<file path="config.mk">
export PLATFORM = sky130hd
export DESIGN_NAME = led_pattern_flat
export DESIGN_NICKNAME = d
export VERILOG_FILES = /design/src/rtl/led_pattern_if.sv /design/src/rtl/led_pattern.sv /design/src/flat_wrapper.sv
export SDC_FILE = /design/constraint.sdc
export NUM_CORES = 1
export LEC_CHECK = 0
export BUFFER_PORTS_ARGS = -buffer_cell sky130_fd_sc_hd__buf_2
export CAP_MARGIN = 40
export CORE_MARGIN = 2
export CORE_UTILIZATION = 45
export DETAILED_ROUTE_END_ITERATION = 7
export PLACE_DENSITY = 0.68
export SLEW_MARGIN = 30
export SYNTH_ARGS = -nofsm -noshare
export SYNTH_HDL_FRONTEND = slang
export SYNTH_SLANG_ARGS = --single-unit
</file>
<file path="constraint.sdc">
create_clock -name clk -period 2.7 [get_ports clk]
set_input_delay 0.27 -clock clk [delete_from_list [all_inputs] [get_ports clk]]
set_output_delay 0.27 -clock clk [all_outputs]
set_load 0.05 [all_outputs]
</file>
<file path="src/rtl/led_pattern_if.sv">
// led_pattern_if
//   Control and LED bundle between a top level and the LED pattern generator.
//   master: drives enable/mode and observes tick/led (top level or testbench).
//   slave : the pattern generator itself.
//   Signals:
//     enable  1 = run, 0 = freeze state and blank the LEDs
//     mode    pattern select (0 COUNT, 1 SCAN, 2 ROTATE, 3 BREATHE)
//     tick    combinational pattern-advance strobe
//     led     registered LED drive, 1 = on
interface led_pattern_if #(
    parameter int LED_WIDTH = 8
);
    logic                 enable;
    logic [1:0]           mode;
    logic                 tick;
    logic [LED_WIDTH-1:0] led;

    modport master (
        output enable,
        output mode,
        input  tick,
        input  led
    );

    modport slave (
        input  enable,
        input  mode,
        output tick,
        output led
    );
endinterface

</file>
<file path="src/rtl/led_pattern.sv">
// led_pattern
//   Multi-mode LED pattern generator. A power-of-two prescaler produces a
//   pattern-advance strobe every 2^PRESCALE_WIDTH enabled clocks; on each
//   strobe the state of the selected pattern steps once. The LED bank is
//   driven from a register that is reloaded every clock from the current
//   state.
//
//   Parameters:
//     LED_WIDTH       number of LEDs (>= 2)
//     PRESCALE_WIDTH  prescaler width (>= 1)
//     PWM_WIDTH       PWM counter / duty width for breathe mode (>= 1)
//   Ports:
//     clk    clock, rising edge
//     rst_n  asynchronous active-low reset
//     bus    led_pattern_if slave: enable, mode in; tick, led out
//
//   mode_q        | meaning
//   --------------+-----------------------------------------------------
//   MODE_COUNT    | led shows a binary counter, +1 per tick
//   MODE_SCAN     | single lit LED bouncing end to end, endpoints once
//   MODE_ROTATE   | single lit LED rotating upward with wrap
//   MODE_BREATHE  | all LEDs PWM'd, duty ramps up to max then back to 0
module led_pattern #(
    parameter int LED_WIDTH      = 8,
    parameter int PRESCALE_WIDTH = 24,
    parameter int PWM_WIDTH      = 8
) (
    input  logic         clk,
    input  logic         rst_n,
    led_pattern_if.slave bus
);

    localparam int POS_WIDTH = $clog2(LED_WIDTH);

    localparam logic [PRESCALE_WIDTH-1:0] PRE_ONE = PRESCALE_WIDTH'(1);
    localparam logic [POS_WIDTH-1:0]      POS_ONE = POS_WIDTH'(1);
    localparam logic [POS_WIDTH-1:0]      POS_MAX = POS_WIDTH'(LED_WIDTH - 1);
    localparam logic [PWM_WIDTH-1:0]      PWM_ONE = PWM_WIDTH'(1);
    localparam logic [LED_WIDTH-1:0]      LED_ONE = LED_WIDTH'(1);

    typedef enum logic [1:0] {
        MODE_COUNT   = 2'd0,
        MODE_SCAN    = 2'd1,
        MODE_ROTATE  = 2'd2,
        MODE_BREATHE = 2'd3
    } mode_e;

    typedef enum logic {
        DIR_UP   = 1'b0,
        DIR_DOWN = 1'b1
    } dir_e;

    logic [PRESCALE_WIDTH-1:0] pre_q,  pre_d;
    mode_e                     mode_q, mode_d;
    logic [LED_WIDTH-1:0]      step_q, step_d;
    logic [POS_WIDTH-1:0]      pos_q,  pos_d;
    dir_e                      dir_q,  dir_d;
    logic [PWM_WIDTH-1:0]      duty_q, duty_d;
    logic [PWM_WIDTH-1:0]      pwm_q,  pwm_d;
    logic [LED_WIDTH-1:0]      led_q,  led_d;

    mode_e mode_in;
    logic  mode_chg;
    logic  tick;

    assign mode_in  = mode_e'(bus.mode);
    assign mode_chg = bus.enable && (mode_in != mode_q);
    // A pending mode change suppresses the strobe so the old pattern never
    // advances on the edge that switches modes.
    assign tick     = bus.enable && (pre_q == '1) && (mode_in == mode_q);

    assign bus.tick = tick;
    assign bus.led  = led_q;

    always_comb begin
        pre_d  = pre_q;
        mode_d = mode_q;
        step_d = step_q;
        pos_d  = pos_q;
        dir_d  = dir_q;
        duty_d = duty_q;
        pwm_d  = pwm_q;

        if (bus.enable) begin
            pre_d = pre_q + PRE_ONE;
            // The PWM counter free-runs across mode changes on purpose.
            pwm_d = pwm_q + PWM_ONE;

            if (mode_chg) begin
                mode_d = mode_in;
                pre_d  = '0;
                step_d = '0;
                pos_d  = '0;
                duty_d = '0;
                dir_d  = DIR_UP;
            end else if (tick) begin
                case (mode_q)
                    MODE_COUNT: begin
                        step_d = step_q + LED_ONE;
                    end
                    MODE_SCAN: begin
                        if (dir_q == DIR_UP) begin
                            if (pos_q == POS_MAX) begin
                                dir_d = DIR_DOWN;
                                pos_d = pos_q - POS_ONE;
                            end else begin
                                pos_d = pos_q + POS_ONE;
                            end
                        end else begin
                            if (pos_q == '0) begin
                                dir_d = DIR_UP;
                                pos_d = POS_ONE;
                            end else begin
                                pos_d = pos_q - POS_ONE;
                            end
                        end
                    end
                    MODE_ROTATE: begin
                        // Explicit wrap keeps non-power-of-two widths in range.
                        if (pos_q == POS_MAX) begin
                            pos_d = '0;
                        end else begin
                            pos_d = pos_q + POS_ONE;
                        end
                    end
                    MODE_BREATHE: begin
                        if (dir_q == DIR_UP) begin
                            if (duty_q == '1) begin
                                dir_d  = DIR_DOWN;
                                duty_d = duty_q - PWM_ONE;
                            end else begin
                                duty_d = duty_q + PWM_ONE;
                            end
                        end else begin
                            if (duty_q == '0) begin
                                dir_d  = DIR_UP;
                                duty_d = PWM_ONE;
                            end else begin
                                duty_d = duty_q - PWM_ONE;
                            end
                        end
                    end
                    default: begin
                    end
                endcase
            end
        end
    end

    // LED image is built from the state as it stands before this edge, so a
    // state change shows on the pins one clock after it is taken.
    always_comb begin
        led_d = '0;
        if (bus.enable) begin
            case (mode_q)
                MODE_COUNT:              led_d = step_q;
                MODE_SCAN, MODE_ROTATE:  led_d = LED_ONE << pos_q;
                MODE_BREATHE:            led_d = {LED_WIDTH{pwm_q < duty_q}};
                default:                 led_d = '0;
            endcase
        end
    end

    always_ff @(posedge clk or negedge rst_n) begin
        if (!rst_n) begin
            pre_q  <= '0;
            mode_q <= MODE_COUNT;
            step_q <= '0;
            pos_q  <= '0;
            dir_q  <= DIR_UP;
            duty_q <= '0;
            pwm_q  <= '0;
            led_q  <= '0;
        end else begin
            pre_q  <= pre_d;
            mode_q <= mode_d;
            step_q <= step_d;
            pos_q  <= pos_d;
            dir_q  <= dir_d;
            duty_q <= duty_d;
            pwm_q  <= pwm_d;
            led_q  <= led_d;
        end
    end

endmodule
</file>
<file path="src/flat_wrapper.sv">
// flat-port wrapper written by rule: the top's interface ports become plain ports
module led_pattern_flat 
#(
    parameter int LED_WIDTH      = 8,
    parameter int PRESCALE_WIDTH = 24,
    parameter int PWM_WIDTH      = 8
)
  (clk, rst_n, bus_enable, bus_mode, bus_tick, bus_led);
  led_pattern_if #(.LED_WIDTH(LED_WIDTH)) bus_i ();
  input  logic clk;
  input  logic rst_n;
  input wire logic [$bits(bus_i.enable)-1:0] bus_enable;
  input wire logic [$bits(bus_i.mode)-1:0] bus_mode;
  output wire logic [$bits(bus_i.tick)-1:0] bus_tick;
  output wire logic [$bits(bus_i.led)-1:0] bus_led;
  assign bus_i.enable = bus_enable;
  assign bus_i.mode = bus_mode;
  assign bus_tick = bus_i.tick;
  assign bus_led = bus_i.led;
  led_pattern #(.LED_WIDTH(LED_WIDTH), .PRESCALE_WIDTH(PRESCALE_WIDTH), .PWM_WIDTH(PWM_WIDTH)) u_core (.clk(clk), .rst_n(rst_n), .bus(bus_i));
endmodule
</file>
==> impl_metrics.json <==
{
  "cp_data_required_time_ns": 2.43,
  "synth-simple-area-share_pct": 23.8,
  "avgSynthCellArea_um2": 9.11,
  "clkSlewWorstSetupHoldPaths_ns": 0.08,
  "synth_xor_area_share_pct": 6.29,
  "cts-root-buf": "clkbuf_8",
  "timing.final.crit_share_pct": 87.5,
  "fin_crit_ns": 2.36,
  "finalSetupViolCount": 0,
  "grt_pass1_vias": 3091,
  "grt_start_max_net_pins": 33,
  "hold_depth": 3,
  "hold_buffers": 0,
  "synth_largest_area_cell": "dfrtp_1",
  "numPortBuffers": 13,
  "synth_top_area_share_pct": 41.2,
  "ys.flop_type": "dfrtp_1",
  "critPathKind": "reg -> out",
  "synth-compound-area-share_pct": 15.1,
  "synth-edff-count": 0,
  "slew_headroom_pct": 50.2,
  "powerDensity_mw_per_mm2": 563,
  "grt_pass1_wl_um": 14600,
  "cts_resized": 0,
  "r2r-end": "u_core.step_q[6]",
  "antenna_found_initial": 0,
  "hold_viol": 0,
  "cts.sinks": 62,
  "finalWeightedCongestion": 0.890,
  "num_vias": 3131,
  "crit_arrival_ns": 2.09,
  "totalWireLength_um": 8350,
  "rsz0062_at_grt": "no",
  "dpl.hpwl_um": 6070,
  "regToRegSetupSlack_ns": 0.47,
  "endpoint_kind": "output port",
  "synth_seq_area_share_pct": 41.2,
  "antenna_cells": 0,
  "outcome": "finished, final reports clean",
  "wire_per_inst_um": 15.4,
  "hp-class": "in -> reg",
  "worstReg2RegStart": "u_core.pre_q[0]",
  "grt.total_usage_pct": 20.6,
  "rr_worst_depth": 6,
  "finClkSkew_ns": 0.0169,
  "synth.area.mux_share_pct": 1.66,
  "start_util_pct": 46.0,
  "dpl_cell_area_mm2": 0.00399,
  "yosysMostFrequentCell": "dfrtp_1",
  "maxCapViolations": 0,
  "syn_nets": 443,
  "nets": 464,
  "ys_ff_latch": 62,
  "dr.pass1.iters": 5,
  "detail-route-antenna-nets": 0,
  "tns_ns": 0,
  "drc": 0,
  "yosysUniqueCellTypes": 53,
  "tritoncts": "built",
  "die_area_mm2": 0.00911,
  "timing.final.ws_setup_ns": 0.339,
  "grt-ovfl-total": 0,
  "min_from": "bus_mode[1]",
  "cts_max_level": 3,
  "worstSetupStartpointType": "register",
  "area_growth_pct": 11.7,
  "ios": 14,
  "cts_setup_buffers": 0,
  "die_height_um": 95.4,
  "tightest_slew_ns": 0.744,
  "core_mm2": 0.00818,
  "slew_violations": 0,
  "p_leak_nw": 1.87,
  "syn_area_mm2": 0.00376,
  "clockBufferDepth": 2,
  "stdcell_area_mm2": 0.00420,
  "finalNonFillerCells": 544,
  "holdPathEnd": "u_core.mode_q[1]",
  "place_ws_ns": 0.481,
  "rows": 33,
  "die_x_um": 95.4,
  "async_reset_ff_share_pct": 100,
  "synth_commonest_cells": "dfrtp_1 (62), nor2_1 (41), nand2_1 (38), ha_1 (25), o21ai_0 (23)",
  "ys_warn_count": 0,
  "drive_gt1_share_pct": 12.3,
  "clk_latency_ns": 0.34,
  "synthAdderAreaFrac_pct": 8.31,
  "synth_top_family_by_area": "simple AND/OR/NAND/NOR gates",
  "fmax_ghz": 0.423,
  "cts_made_buffers": 9,
  "syn-instance-count": 413,
  "synth.area.top_cells": "dfrtp_1 (41%), ha_1 (8.3%), xor2_1 (4.2%), nor2_1 (4.1%), nand2_1 (3.8%)",
  "ir_worst_vdd_uv": 285,
  "dp.cells": 526,
  "drt_iter0_drc": 193,
  "crit_fanout": 7,
  "vias_per_cell": 5.76
}
## cells in the final DEF (no fill, tap or decap), types with 3 or more instances in the layout
cell type  count
dfrtp_1       62
nor2_1        40
nand2_1       38
ha_1          25
o21ai_0       23
inv_1         21
nand3_1       20
a21oi_1       18
xor2_1        18
nand4_1       17
buf_2         13
clkbuf_8      10
xnor2_1        9
buf_4          9
and3_1         7
o31ai_1        7
a221oi_1       6
a211oi_1       6
nor3_1         6
nor2b_1        5
nand2b_1       5
o211ai_1       5
or4_1          5
a31oi_1        5
or3_1          5
mux2i_1        4
a21o_1         3
nand3_2        3
nor4_1         3
## routing by layer
metal  vias up  part of all wire [%]  GRT usage, %
met4         0                   1.0          5.60
met5         -                     0             0
met3        10                   3.6          4.03
li1       1540                     -             -
met2        60                    48          33.9
met1      1521                    47          27.8
## worst max-delay path, stage by stage, from the launching register on
cell and delay [ns]:
dfrtp_1 0.40, ha_1 0.20, nand3_1 0.17, nor3_2 0.19
buf_4 0.18, nand3_1 0.16, nor2_1 0.17, buf_2 0.29
## state kept, by name (all words and copies together) (netlist names)
name,count
u_core.pre_q,24
u_core.mode_q,2
u_core.duty_q,8
u_core.pos_q,3
u_core.dir_q,1
u_core.step_q,8
u_core.pwm_q,8
u_core.bus.led,8
## worst max-delay path by stage
stage	startpoint	to	slack, ns	depth (start not counted)
2_1_floorplan	u_core.pre_q[0]	bus_tick	0.53	5
3_3_place_gp	u_core.pre_q[0]	u_core.step_q[6]	0.54	6
3_5_place_dp	u_core.pre_q[0]	u_core.step_q[6]	0.48	6
4_1_cts	u_core.pre_q[0]	bus_tick	0.33	7
5_1_grt	u_core.pre_q[0]	bus_tick	0.16	7
6_report	u_core.pre_q[0]	bus_tick	0.34	7
## final cells by class
type,instances,area [µm²]
fillers,755,3970
inverters,21,78.8
repair buffers,25,183
flip-flops and latches,62,1550
multi-input cells,315,2080
clock buffers,10,138
well taps,105,131
clock inverters,6,43.8
## where the power goes
part           leakage (nW)  total [mW]  internal, mW  switching (mW)
registers             0.847        1.09          1.01          0.0792
clock network        0.0930       0.756         0.363           0.393
logic                 0.929       0.526         0.193           0.333
## logic make-up (layout without fill, tap and decap cells)
group                      after synthesis  count (layout)
buffers and inverters                   36              62
and+or+nand+nor                        169             169
AOI/OAI and AO/OA                       88              88
DFF                                     62              62
xor gates and xnor gates                27              27
muxes                                    6               6
adders and majority gates               25              25
## through the flow
stage          total power [mW]  utilization [%]  hold slack [ns]
6_report                   2.37             51.4            0.164
5_1_grt                    2.52             51.4            0.188
4_1_cts                    2.39             51.0          0.00911
3_5_place_dp               1.63             48.8            0.381
3_3_place_gp               1.61             48.8            0.373
2_1_floorplan              1.47                -          -0.0256
No activity file was read; power rests on OpenSTA's default activity.
